<file path="src/rtl/fir_requant_decim.sv">
// Requantizes full-precision FIR samples (round half-up, saturate) and decimates them.
// Kept samples pass through one register stage into a 2-entry output FIFO with valid/ready.
module fir_requant_decim #(
    parameter int NB_DATA = 19,
    parameter int NB_OUT  = 8,
    parameter int SHIFT   = 7
) (
    input  logic                      i_clock,
    input  logic                      i_reset,
    input  logic                      i_valid,
    input  logic signed [NB_DATA-1:0] i_data,
    input  logic                      i_enable,
    input  logic [3:0]                i_decim,
    input  logic                      i_ready,
    output logic signed [NB_OUT-1:0]  o_data,
    output logic                      o_valid,
    output logic                      o_sat,
    output logic [15:0]               o_drop_count
);

    localparam int W_EXT = NB_DATA + 1;
    localparam logic signed [W_EXT-1:0] HALF    = W_EXT'(1 << (SHIFT - 1));
    localparam logic signed [W_EXT-1:0] SAT_MAX = W_EXT'((1 << (NB_OUT - 1)) - 1);
    localparam logic signed [W_EXT-1:0] SAT_MIN = W_EXT'(-(1 << (NB_OUT - 1)));

    logic [3:0]               r_phase;
    logic [3:0]               r_factor_m1;
    logic                     r_load;
    logic                     r_s1_valid;
    logic signed [NB_OUT-1:0] r_s1_data;
    logic                     r_sat;
    logic signed [NB_OUT-1:0] r_mem [2];
    logic                     r_wr_ptr;
    logic                     r_rd_ptr;
    logic [1:0]               r_count;
    logic [15:0]              r_drop;

    logic [3:0]               w_factor_m1;
    logic                     w_keep;
    logic                     w_wrap;
    logic signed [W_EXT-1:0]  w_sum;
    logic signed [W_EXT-1:0]  w_round;
    logic                     w_over;
    logic                     w_under;
    logic signed [NB_OUT-1:0] w_q;
    logic                     w_pop;
    logic                     w_full;
    logic                     w_push;
    logic                     w_drop;

    // First edge after reset release uses the live i_decim, which is also latched then.
    assign w_factor_m1 = r_load ? i_decim : r_factor_m1;
    assign w_keep      = i_enable && i_valid && (r_phase == 4'd0);
    assign w_wrap      = i_enable && i_valid && (r_phase == w_factor_m1);

    always_ff @(posedge i_clock or posedge i_reset) begin
        if (i_reset) begin
            r_phase     <= 4'd0;
            r_factor_m1 <= 4'd0;
            r_load      <= 1'b1;
        end else begin
            r_load <= 1'b0;
            if (!i_enable || w_wrap) begin
                r_phase     <= 4'd0;
                r_factor_m1 <= i_decim;
            end else begin
                if (i_valid) r_phase <= r_phase + 4'd1;
                if (r_load)  r_factor_m1 <= i_decim;
            end
        end
    end

    // One guard bit above the input keeps the rounding add from overflowing.
    assign w_sum   = W_EXT'(i_data) + HALF;
    assign w_round = w_sum >>> SHIFT;
    assign w_over  = (w_round > SAT_MAX);
    assign w_under = (w_round < SAT_MIN);

    // NOTE: every always_comb output gets a default first so no path can infer a latch.
    always_comb begin
        w_q = w_round[NB_OUT-1:0];
        if (w_over)       w_q = SAT_MAX[NB_OUT-1:0];
        else if (w_under) w_q = SAT_MIN[NB_OUT-1:0];
    end

    // NOTE: sequential state uses non-blocking assignments so all registers update together.
    always_ff @(posedge i_clock or posedge i_reset) begin
        if (i_reset) begin
            r_s1_valid <= 1'b0;
            r_s1_data  <= '0;
            r_sat      <= 1'b0;
        end else begin
            r_s1_valid <= w_keep;
            r_sat      <= w_keep && (w_over || w_under);
            if (w_keep) r_s1_data <= w_q;
        end
    end

    assign w_pop  = (r_count != 2'd0) && i_ready;
    assign w_full = (r_count == 2'd2);
    assign w_push = r_s1_valid && (!w_full || w_pop);
    assign w_drop = r_s1_valid && w_full && !w_pop;

    // NOTE: the two FIFO entries are reset so o_data reads 0, never X, after reset.
    always_ff @(posedge i_clock or posedge i_reset) begin
        if (i_reset) begin
            r_mem[0] <= '0;
            r_mem[1] <= '0;
            r_wr_ptr <= 1'b0;
            r_rd_ptr <= 1'b0;
            r_count  <= 2'd0;
            r_drop   <= 16'd0;
        end else begin
            if (w_push) begin
                r_mem[r_wr_ptr] <= r_s1_data;
                r_wr_ptr        <= ~r_wr_ptr;
            end
            if (w_pop) r_rd_ptr <= ~r_rd_ptr;
            r_count <= r_count + {1'b0, w_push} - {1'b0, w_pop};
            if (w_drop && (r_drop != 16'hFFFF)) r_drop <= r_drop + 16'd1;
        end
    end

    assign o_data       = r_mem[r_rd_ptr];
    assign o_valid      = (r_count != 2'd0);
    assign o_sat        = r_sat;
    assign o_drop_count = r_drop;

endmodule

</file>
<file path="config.mk">
export PLATFORM = sky130hd
export DESIGN_NAME = fir_requant_decim
export DESIGN_NICKNAME = d
export VERILOG_FILES = /design/src/rtl/fir_requant_decim.sv
export SDC_FILE = /design/constraint.sdc
export NUM_CORES = 1
export LEC_CHECK = 0
export BUFFER_PORTS_ARGS = -buffer_cell sky130_fd_sc_hd__buf_2
export CORE_MARGIN = 2
export CORE_UTILIZATION = 62
export CTS_BUF_LIST = sky130_fd_sc_hd__clkbuf_4 sky130_fd_sc_hd__clkbuf_8
export DETAILED_ROUTE_END_ITERATION = 8
export MAX_ROUTING_LAYER = met4
export PLACE_DENSITY = 0.86
export SLEW_MARGIN = 25
export SYNTH_ARGS = -nofsm -noshare
export SYNTH_HDL_FRONTEND = slang
export SYNTH_SLANG_ARGS = --single-unit
export TNS_END_PERCENT = 5
</file>
<file path="constraint.sdc">
create_clock -name i_clock -period 4.85 [get_ports i_clock]
set_clock_uncertainty 0.05 [all_clocks]
set_input_delay 0.2425 -clock i_clock [delete_from_list [all_inputs] [get_ports i_clock]]
set_output_delay 0.2425 -clock i_clock [all_outputs]
set_load 0.02 [all_outputs]
</file>
### Yosys cells after proc, flatten, opt, wreduce, memory -nomap -nowiden

Cells that the tools add are included.

| word-level totals | value |
|---|---|
| logic and storage cells | 60 |
| output and inout bits | 26 |
| register bits | 55 |
| input bits | 28 |
| memories | 0 |
| memory bits (read-only) | 0 |
| memory bits (writable) | 0 |
| latch bits | 0 |

| cells by class | value |
|---|---|
| div/mod/pow operators | 0 |
| multiply operators | 0 |
| reductions and logical operators | 19 |
| bitwise gates (word level) | 4 |
| shift operators | 0 |
| add/sub/neg operators | 5 |
| multiplexer cells | 12 |
| eq/ne operators | 3 |
| $lt $le $gt $ge | 5 |

Operators with widths:

| kind | count |
|---|---|
| two-way mux 8 bit | 6 |
| adder 19 x 8 -> 20 bit, second input constant | 1 |
| adder 16 x 1 -> 16 bit, second input constant | 1 |
| bitwise mux 16 bit | 1 |
| two-way mux 4 bit | 4 |
| != test 16 bit, second input constant | 1 |
| > comparator 13 x 8 -> 1 bit, second input constant | 1 |
| < comparator 13 x 8 -> 1 bit, second input constant | 1 |
| logical AND 1 bit | 10 |
| demux 8 bit (select 1 bit) | 1 |
| adder 4 x 1 -> 4 bit, second input constant | 1 |
| == test 4 bit | 1 |
| >= comparator 2 bit, second input constant | 2 |
| zero test 4 bit | 1 |
| inverter 1 -> 2 bit | 2 |
| nonzero test 2 bit | 2 |
| zero test 1 bit | 3 |
| logical OR 1 bit | 3 |
| adder 2 x 1 -> 2 bit | 1 |
| == test 2 bit, second input constant | 1 |
| < comparator 2 x 1 -> 1 bit, second input constant | 1 |
| inverter 1 bit | 2 |
| subtractor 2 x 1 -> 2 bit | 1 |

### Logic depth before layout (Yosys ltp)

Gate-level depths: netlist of run 1.

| logic depth | value |
|---|---|
| word-level depth | 6 |
| gate-level depth with buffers | 8 |
| mapped depth without buffers | 7 |

### Worst setup path after synthesis of run 1

OpenSTA, ideal clock, no wires.

| timing | value |
|---|---|
| kind | flip-flop to flip-flop |
| from | register r_load |
| to | register r_factor_m1[0] |
| required time | 4.675 ns |
| arrival time | 1.900 ns |
| period minus slack after synthesis | 2.075 ns |
| stages on the path, launching flop included | 7 |
| setup time | 0.125 ns |
| setup slack | 2.775 ns |
| buffers on the path | 1 |
| path through | dfstp_2 buf_6 mux2i_1 mux2_2 o41ai_4 nor2_4 mux2_4 |

| on the way | value |
|---|---|
| word-level cells in the longest chain between the ends | 5 |

Ends and longest elaborated chain:

| element | RTL line | RTL |
|---|---|---|
| from (decl) | 28 | `logic r_load;` |
| from (signal assigned) | 60 | `r_load <= 1'b1;` |
| from (signal assigned) | 62 | `r_load <= 1'b0;` |
| two-way mux 4 bit * | -- |  |
| == test 4 bit | 54 | `assign w_wrap = i_enable && i_valid && (r_phase == w_factor_m1);` |
| logical AND 1 bit | 54 |  |
| logical OR 1 bit | 63 | `if (!i_enable \|\| w_wrap) begin` |
| two-way mux 4 bit * | 63 |  |
| to (signal assigned) | 65 | `r_factor_m1 <= i_decim;` |
| to (signal assigned) | 68 | `if (r_load) r_factor_m1 <= i_decim;` |
| to (decl) | 27 | `logic [3:0] r_factor_m1;` |

Mark *: on every way between the ends. The rest lies on a longest branch, timed or not.
A chain may end at the register's enable or synchronous reset.

### Worst setup path in the final report of run 1

| timing | value |
|---|---|
| from | register r_phase[0] |
| to | register r_s1_data[1] |

| on the way | value |
|---|---|
| word-level cells in the longest chain between the ends | 2 |

Ends and longest elaborated chain:

| element | RTL line | RTL |
|---|---|---|
| from (decl) | 26 | `logic [3:0] r_phase;` |
| from (signal assigned) | 67 | `if (i_valid) r_phase <= r_phase + 4'd1;` |
| zero test 4 bit | 53 | `assign w_keep = i_enable && i_valid && (r_phase == 4'd0);` |
| logical AND 1 bit | 53 |  |
| to (signal assigned) | 95 | `if (w_keep) r_s1_data <= w_q;` |
| to (decl) | 30 | `logic signed [NB_OUT-1:0] r_s1_data;` |

Every way passes these cells.

==> impl_results.md, run 1 <==
- Global route overflow: 0
- Min Tclk post-route: 2.37 ns
- Antenna-violating nets left: 0
- Core Util, Final: ~73%
- Post-DP Area: 3100 um2
- Required time of the worst setup path: between 4 and 5 ns
- Status: complete, no violations
- Largest net degree at the start of global routing: 56
- Synthesized area per cell: about 11 um2
- Unrepaired setup endpoints after global routing: false
- Fillcell total: 312
- Initial DRC Count: ~160
- Post-synth top area share: 47.6%
- Die area: between 5000 and 6000 um2
- Die Ht: 71.7 um
- Top Ports: between 50 and 60
- Clk_lat worst skew: about 0.30 ns
- Router iterations before antenna repair: 4
- DRC: 0
- Most used DFF post-synth: dfrtp_1
- Clock buffer depth: 2
- WL final: 4.98 mm
- Slew Limit Fails: 0
- Final setup TNS: 0 ns
- Largest family of logic cells by synthesized area: multiplexers
- CTS sink cnt: 55
- Pwr Density: between 400 and 500 nW/um2
- Synth Area in Compound Gates: 5.34%
- Inserted Diodes: 0
- Post-synth ARST share: 100%
- CTS clk-pin slew, worst paths: 0.09 ns
- Critical Path Fanout Max: 13
- Synthesized flop and latch total: 55
- Period utilization: between 40% and 50%
- Post_cts resized: 0
- Hpwl dp: between 3 and 4 mm
- Initial antenna violation count: 0
- Post-synth EDFFs: 0
- Area Overhead vs Synth: 13.3%
- Worst hold slack: 0.129 ns
- Dominant cell type by area after synthesis: dfrtp_1
- Post-Synth Adder-Cell Area: 2.65%
- Post-synthesis xor/xnor area fraction: 9.57%
- Rows: 24
- Top-count cell post-synth: dfrtp_1
- Register area share after synthesis: 48.5%
- Post-synth cell types: 42
- H-tree depth: 2
- Simple-gate portion of the synthesized area: 15.1%
- Mapped Cells: approximately 250
- Total GRT Usage: 21.4%
- Least-Margin Pin Slew: 0.843 ns
- Startpoint types: register
- Post-synthesis cell area: roughly 2800 um2
- Commonest cells in the netlist: dfrtp_1 (54), mux2_2 (26), nand2_1 (18), xnor2_1 (16), xor2_1 (15)
- First-pass GRT wire length: 8.42 mm
- Crit end category: register
- PortBufs: 47
- Worst vdd ir: 0.219 mV
- Final Hold Viols: 0
- Mapped Nets: 283
- Share of cells above drive strength 1: 31.9%
- Layout Cell Area excl Fill: 3210 um2
- Max Freq: 0.421 GHz
- Number of CTS-inserted buffers: 5
- Top post-synthesis cells by area: dfrtp_1 (48%), mux2_2 (10%), xnor2_1 (4.9%)
- Via-per-instance ratio: 5.59
- Min-Delay Path Class: input pin to register
- Nets: 331
- Root Buffer: clkbuf_8
- Static leakage: 1.51 nW
- RD Place Congestion: 0.825
- Ys Warns: 0
- Die width: 71.7 um
- Drt wl/cell: 14.2 um
- CTS tree: built
- Vias after detailed routing: 1955
- Starting Density: 64.7%
- Slew headroom: a little over two fifths
- Final setup viols: 0
- Core area: between 4000 and 5000 um2
- Critical Setup Path Class: register to register
- Vias in the first global route: 1859
- Data arrival time of the worst path: 2.49 ns
- Mux cell area share after synthesis: 16.0%
- Max Cap Viol: 0
## repair_timing
action	in CTS	in global routing
hold endpoints to repair	4	0
buffers inserted	0	0
hold buffers	1	0
## final timing paths
check | slack (ns) | depth (start not counted) | startpoint | to
max | 2.48 | 7 | r_phase[0]$_DFFE_PP0P_ | r_s1_data[1]$_DFFE_PP0P_
min | 0.13 | 2 | i_decim[3] | r_factor_m1[3]$_DFF_PP0_
max reg2reg | 2.48 | 7 | r_phase[0]$_DFFE_PP0P_ | r_s1_data[1]$_DFFE_PP0P_
min reg2reg | 0.44 | 1 | r_count[1]$_DFF_PP0_ | r_count[1]$_DFF_PP0_
max in group asynchronous | 3.78 | 3 | i_reset | r_s1_data[5]$_DFFE_PP0P_
min in group asynchronous | 0.52 | 3 | i_reset | r_phase[0]$_DFFE_PP0P_
## critical path, stage by stage (launching register included)
cell,delay [ns]
dfrtp_1,0.45
inv_1,0.08
ha_1,0.14
nand4b_1,0.12
nor2_1,0.66
nand2_1,0.14
a21oi_1,0.41
o21ai_0,0.17
## kinds of logic (layout without fill, tap and decap cells)
logic type               count (synthesis)  after routing
AND/OR/NAND/NOR                         79             79
flip-flops                              55             55
multiplexers                            40             40
XOR/XNOR                                31             31
AO/OA/AOI/OAI                           20             20
buffers and inverters                   17             66
adder cells (fa/ha/maj)                  6              6
other                                    1              1
## stage by stage
step           total power [W]  worst slack, ns  instances
2_1_floorplan          0.00100             2.78        249
3_3_place_gp           0.00111             2.50        341
4_1_cts                0.00142             2.44        350
5_1_grt                0.00148             2.15        350
6_report               0.00140             2.48        350
3_5_place_dp           0.00114             2.48        341
## flip-flops by register name, summed over array words and instances (netlist names)
signal        cells
r_s1_valid        1
r_phase           4
r_s1_data         8
o_drop_count     16
r_mem            16
r_rd_ptr          1
r_count           2
r_factor_m1       4
r_wr_ptr          1
r_load            1
o_sat             1
## layout make-up
class,count,area (um2),share of cell area [%]
Tap cell,52,65.1,2.02
Sequential cell,55,1380,42.9
Clock buffer,8,104,3.23
Multi-Input combinational cell,177,1380,43.0
Inverter,10,40.0,1.25
Timing Repair Buffer,48,245,7.63
## routing by layer
metal	vias to the layer above	part of all wire [%]	global-route usage, %	wire (um)
met5	-	0	-	0
met4	0	0.90	6.71	45
met3	5	3.8	4.08	189
met2	48	48	32.9	2380
met1	937	48	29.1	2370
li1	965	-	-	-
## report_power, final
group / internal [W] / leakage [nW] / switching (W) / total (W)
Clock: 0.000136 / 0.0549 / 0.000140 / 0.000276
Combinational: 0.000226 / 0.772 / 0.000225 / 0.000451
Sequential: 0.000580 / 0.682 / 0.0000954 / 0.000676
## layout by cell type, fill, tap and decap left out, types with 2 or more instances in the layout
cell type | netlist | final
a21oi_1 | 2 | 2
buf_2 | 2 | 47
clkbuf_8 | 0 | 7
dfrtp_1 | 54 | 54
ha_1 | 6 | 6
inv_1 | 10 | 9
mux2_2 | 26 | 26
mux2_4 | 4 | 4
mux2i_1 | 10 | 10
nand2_1 | 18 | 18
nand2b_1 | 2 | 2
nand3_1 | 10 | 10
nand3b_1 | 2 | 2
nand4_1 | 7 | 7
nand4b_1 | 2 | 2
nor2_1 | 12 | 12
nor3_1 | 9 | 9
nor4_1 | 4 | 4
o21ai_0 | 12 | 12
or2_2 | 2 | 2
or4_1 | 2 | 2
xnor2_1 | 16 | 16
xor2_1 | 15 | 15
Note: power is estimated with default switching activity, not from simulation.
==> inputs of run 2 (changes only) <==
- ABC_AREA: not set -> 1
- CORE_UTILIZATION: 62 -> 58
- PLACE_DENSITY: 0.86 -> 0.8
- clock period: 4.85 -> 2.4 ns (I/O delays scaled with it)
==> impl_results.md, run 2 <==
- Min-Delay Path Class: input pin to register
- Slew Limit Fails: 0
- Crit end category: register
- Post-synth ARST share: 100%
- Dpl cells: a little over 500
- Die area: 5940 um2
- Max Freq: 0.530 GHz
- Hpwl dp: 4.31 mm
- Top Ports: 54
- Vias in the first global route: 2383
- Critical Path Start: o_drop_count[1]$_DFFE_PP0P_
- Critical Path Fanout Max: 14
- Switching Share: 38.9%
- Largest net degree at the start of global routing: 44
- Pwr Density: 923 nW/um2
- Post_cts resized: 0
- GR Util met1: 29.3%
- Nets: 492
- Top post-synthesis cells by area: dfrtp_1 (44%), nand2_1 (18%), xor2_1 (6.8%)
- Top-count cell post-synth: nand2_1
- Synthesized flop and latch total: 55
- Reg-to-Reg Start: o_drop_count[1]$_DFFE_PP0P_
- Max Cap Viol: 0
- Ys Warns: 0
- Die width: 77.0 um
- Number of CTS-inserted buffers: 5
- Unrepaired setup endpoints after global routing: false
- NetSw: around 0.0013 W
- Data arrival time of the worst path: about 2 ns
- Die Ht: 77.0 um
- Mapped Nets: 437
- Mapped Cells: 403
- Antenna-violating nets left: 0
- CTS sink cnt: 55
- H-tree depth: 2
- Drt wl/cell: 10.8 um
- Final Instance Count excl. Fillers: 529
- GRT Max-Usage Layer: met2
- PortBufs: 47
- Postcts setup bufs: 0
- Share of cells above drive strength 1: 18.3%
- Dominant cell type by area after synthesis: dfrtp_1
- Register area share after synthesis: 44.5%
- Starting Density: 60.2%
- CTS clk-pin slew, worst paths: ~0.10 ns
- Most common cell after layout, fill and taps aside: nand2_1
- Least-Margin Pin Slew: 0.865 ns
- WL final: around 5.7 mm
- Met2 usage: 34.6%
- Worst vdd ir: 0.404 mV
- Met3 Use GR: 3.53%
- Internal: 0.00200 W
- Final total power: 0.00327 W
- First-pass GRT wire length: 10.4 mm
- Clk pwr share: 18.8%
- Status: complete, no violations
- DRC: 0
- Min Tclk post-route: 1.89 ns
- Total GRT Usage: 21.7%
- Commonest cells in the netlist: nand2_1 (151), dfrtp_1 (54), inv_1 (42), nor2_1 (28), xor2_1 (24)
- Initial antenna violation count: 0
- Post-synth EDFFs: 0
- Clk_lat worst skew: 0.31 ns
- Synthesized area per cell: 7.68 um2
- Fillcell total: ~470
- RD Place Congestion: 0.902
- Startpoint types: register
- Via-per-instance ratio: 4.95
- Static leakage: 1.90 nW
- Comb pwr share: a little under two fifths
- Period utilization: 78.6%
- Final setup viols: 0
- Router iterations before antenna repair: 4
- Root Buffer: clkbuf_8
- Initial DRC Count: 174
- Final Hold Viols: 0
- Post-synth cell types: 31
- Most used DFF post-synth: dfrtp_1
- Inserted Diodes: 0
- CTS tree: built
- Required time of the worst setup path: 2.55 ns
- Rows: 26
- Core Util, Final: 69.0%
- Hold-fix buffers, CTS: 5
- Vias after detailed routing: 2621
- Post-synth top area share: 43.7%
- Core area: 5140 um2
- Post-synthesis cell area: roughly 3100 um2
- Global route overflow: 0
- Worst Hold Launch: i_ready
- Final setup TNS: 0 ns
- Commonest non-fill, non-tap cells in the layout: nand2_1 (151), dfrtp_1 (54), buf_2 (47)
- Part of the power in registers: 43.7%
- Clock buffer depth: 2
- Area Overhead vs Synth: 14.6%
- Critical Setup Path Class: register to register
- Slew headroom: a little over two fifths
[run 2: cell count changes after synthesis, moves of 9 or more]
cell,previous run,this run
xor2_1,15,24
inv_1,10,42
mux2i_1,10,0
nor2_1,12,28
nand2_1,18,151
o21ai_2,0,9
xnor2_1,16,3
mux2_2,26,0
[run 2: worst paths after layout]
check	end	slack, ns	depth (start not counted)
max	o_drop_count[13]$_DFFE_PP0P_	0.51	8
min	r_rd_ptr$_DFFE_PP0P_	0.04	3
max reg2reg	o_drop_count[13]$_DFFE_PP0P_	0.51	8
min reg2reg	r_s1_data[3]$_DFFE_PP0P_	0.44	2
max in group asynchronous	r_mem[10]$_DFFE_PP0P_	1.09	4
min in group asynchronous	o_drop_count[2]$_DFFE_PP0P_	0.48	3
[run 2: kinds of logic after synthesis]
kind of cell / count (synthesis) / synth area share (%)
buf+inv: 52 / 7.20
other cells: 1 / 0.121
xor+xnor: 27 / 7.64
fa+ha+maj: 6 / 2.43
simple gates: 227 / 31.3
flops: 55 / 44.5
compound gates: 35 / 6.79
[run 2: power groups by stage]
| stage | Combinational, W | Sequential (W) | Clock (W) |
|---|---|---|---|
| finish | 0.00123 | 0.00143 | 0.000615 |
| detailed placement | 0.00124 | 0.00145 | 0 |
| global placement | 0.00120 | 0.00143 | 0 |
| global route | 0.00140 | 0.00147 | 0.000661 |
| CTS | 0.00125 | 0.00143 | 0.000626 |
| floorplan | 0.000846 | 0.00148 | 0 |
[run 2: metal layers]
layer	part of all wire [%]	up-vias
met1	48	1172
met4	1.0	0
li1	-	1368
met3	5.0	7
met2	46	74
met5	0	-
[run 2: area by class of cell]
cell class,count,area [um2],area share (%)
well taps,70,87.6,2.47
clock buffers,7,83.8,2.36
clock inverters,1,30.0,0.847
repair buffers,54,300,8.47
flip-flops and latches,55,1380,38.8
multi-input cells,296,1490,42.1
inverters,46,173,4.87
[run 2: critical path: stages, from the launching register on]
cell     delay [ns]
dfrtp_1        0.42
ha_1           0.22
nand2_1        0.11
nor3_2         0.19
nand4_1        0.13
nand2_2        0.30
inv_2          0.18
o21ai_0        0.11
o21ai_1        0.08
[run 2: stage by stage]
step,hold slack [ns],setup WS [ns],area (um2)
finish,0.0436,0.513,3550
detailed placement,0.287,0.510,3380
CTS,0.0364,0.507,3550
global route,0.0418,0.283,3550
global placement,0.279,0.575,3380
floorplan,0.180,0.716,3090
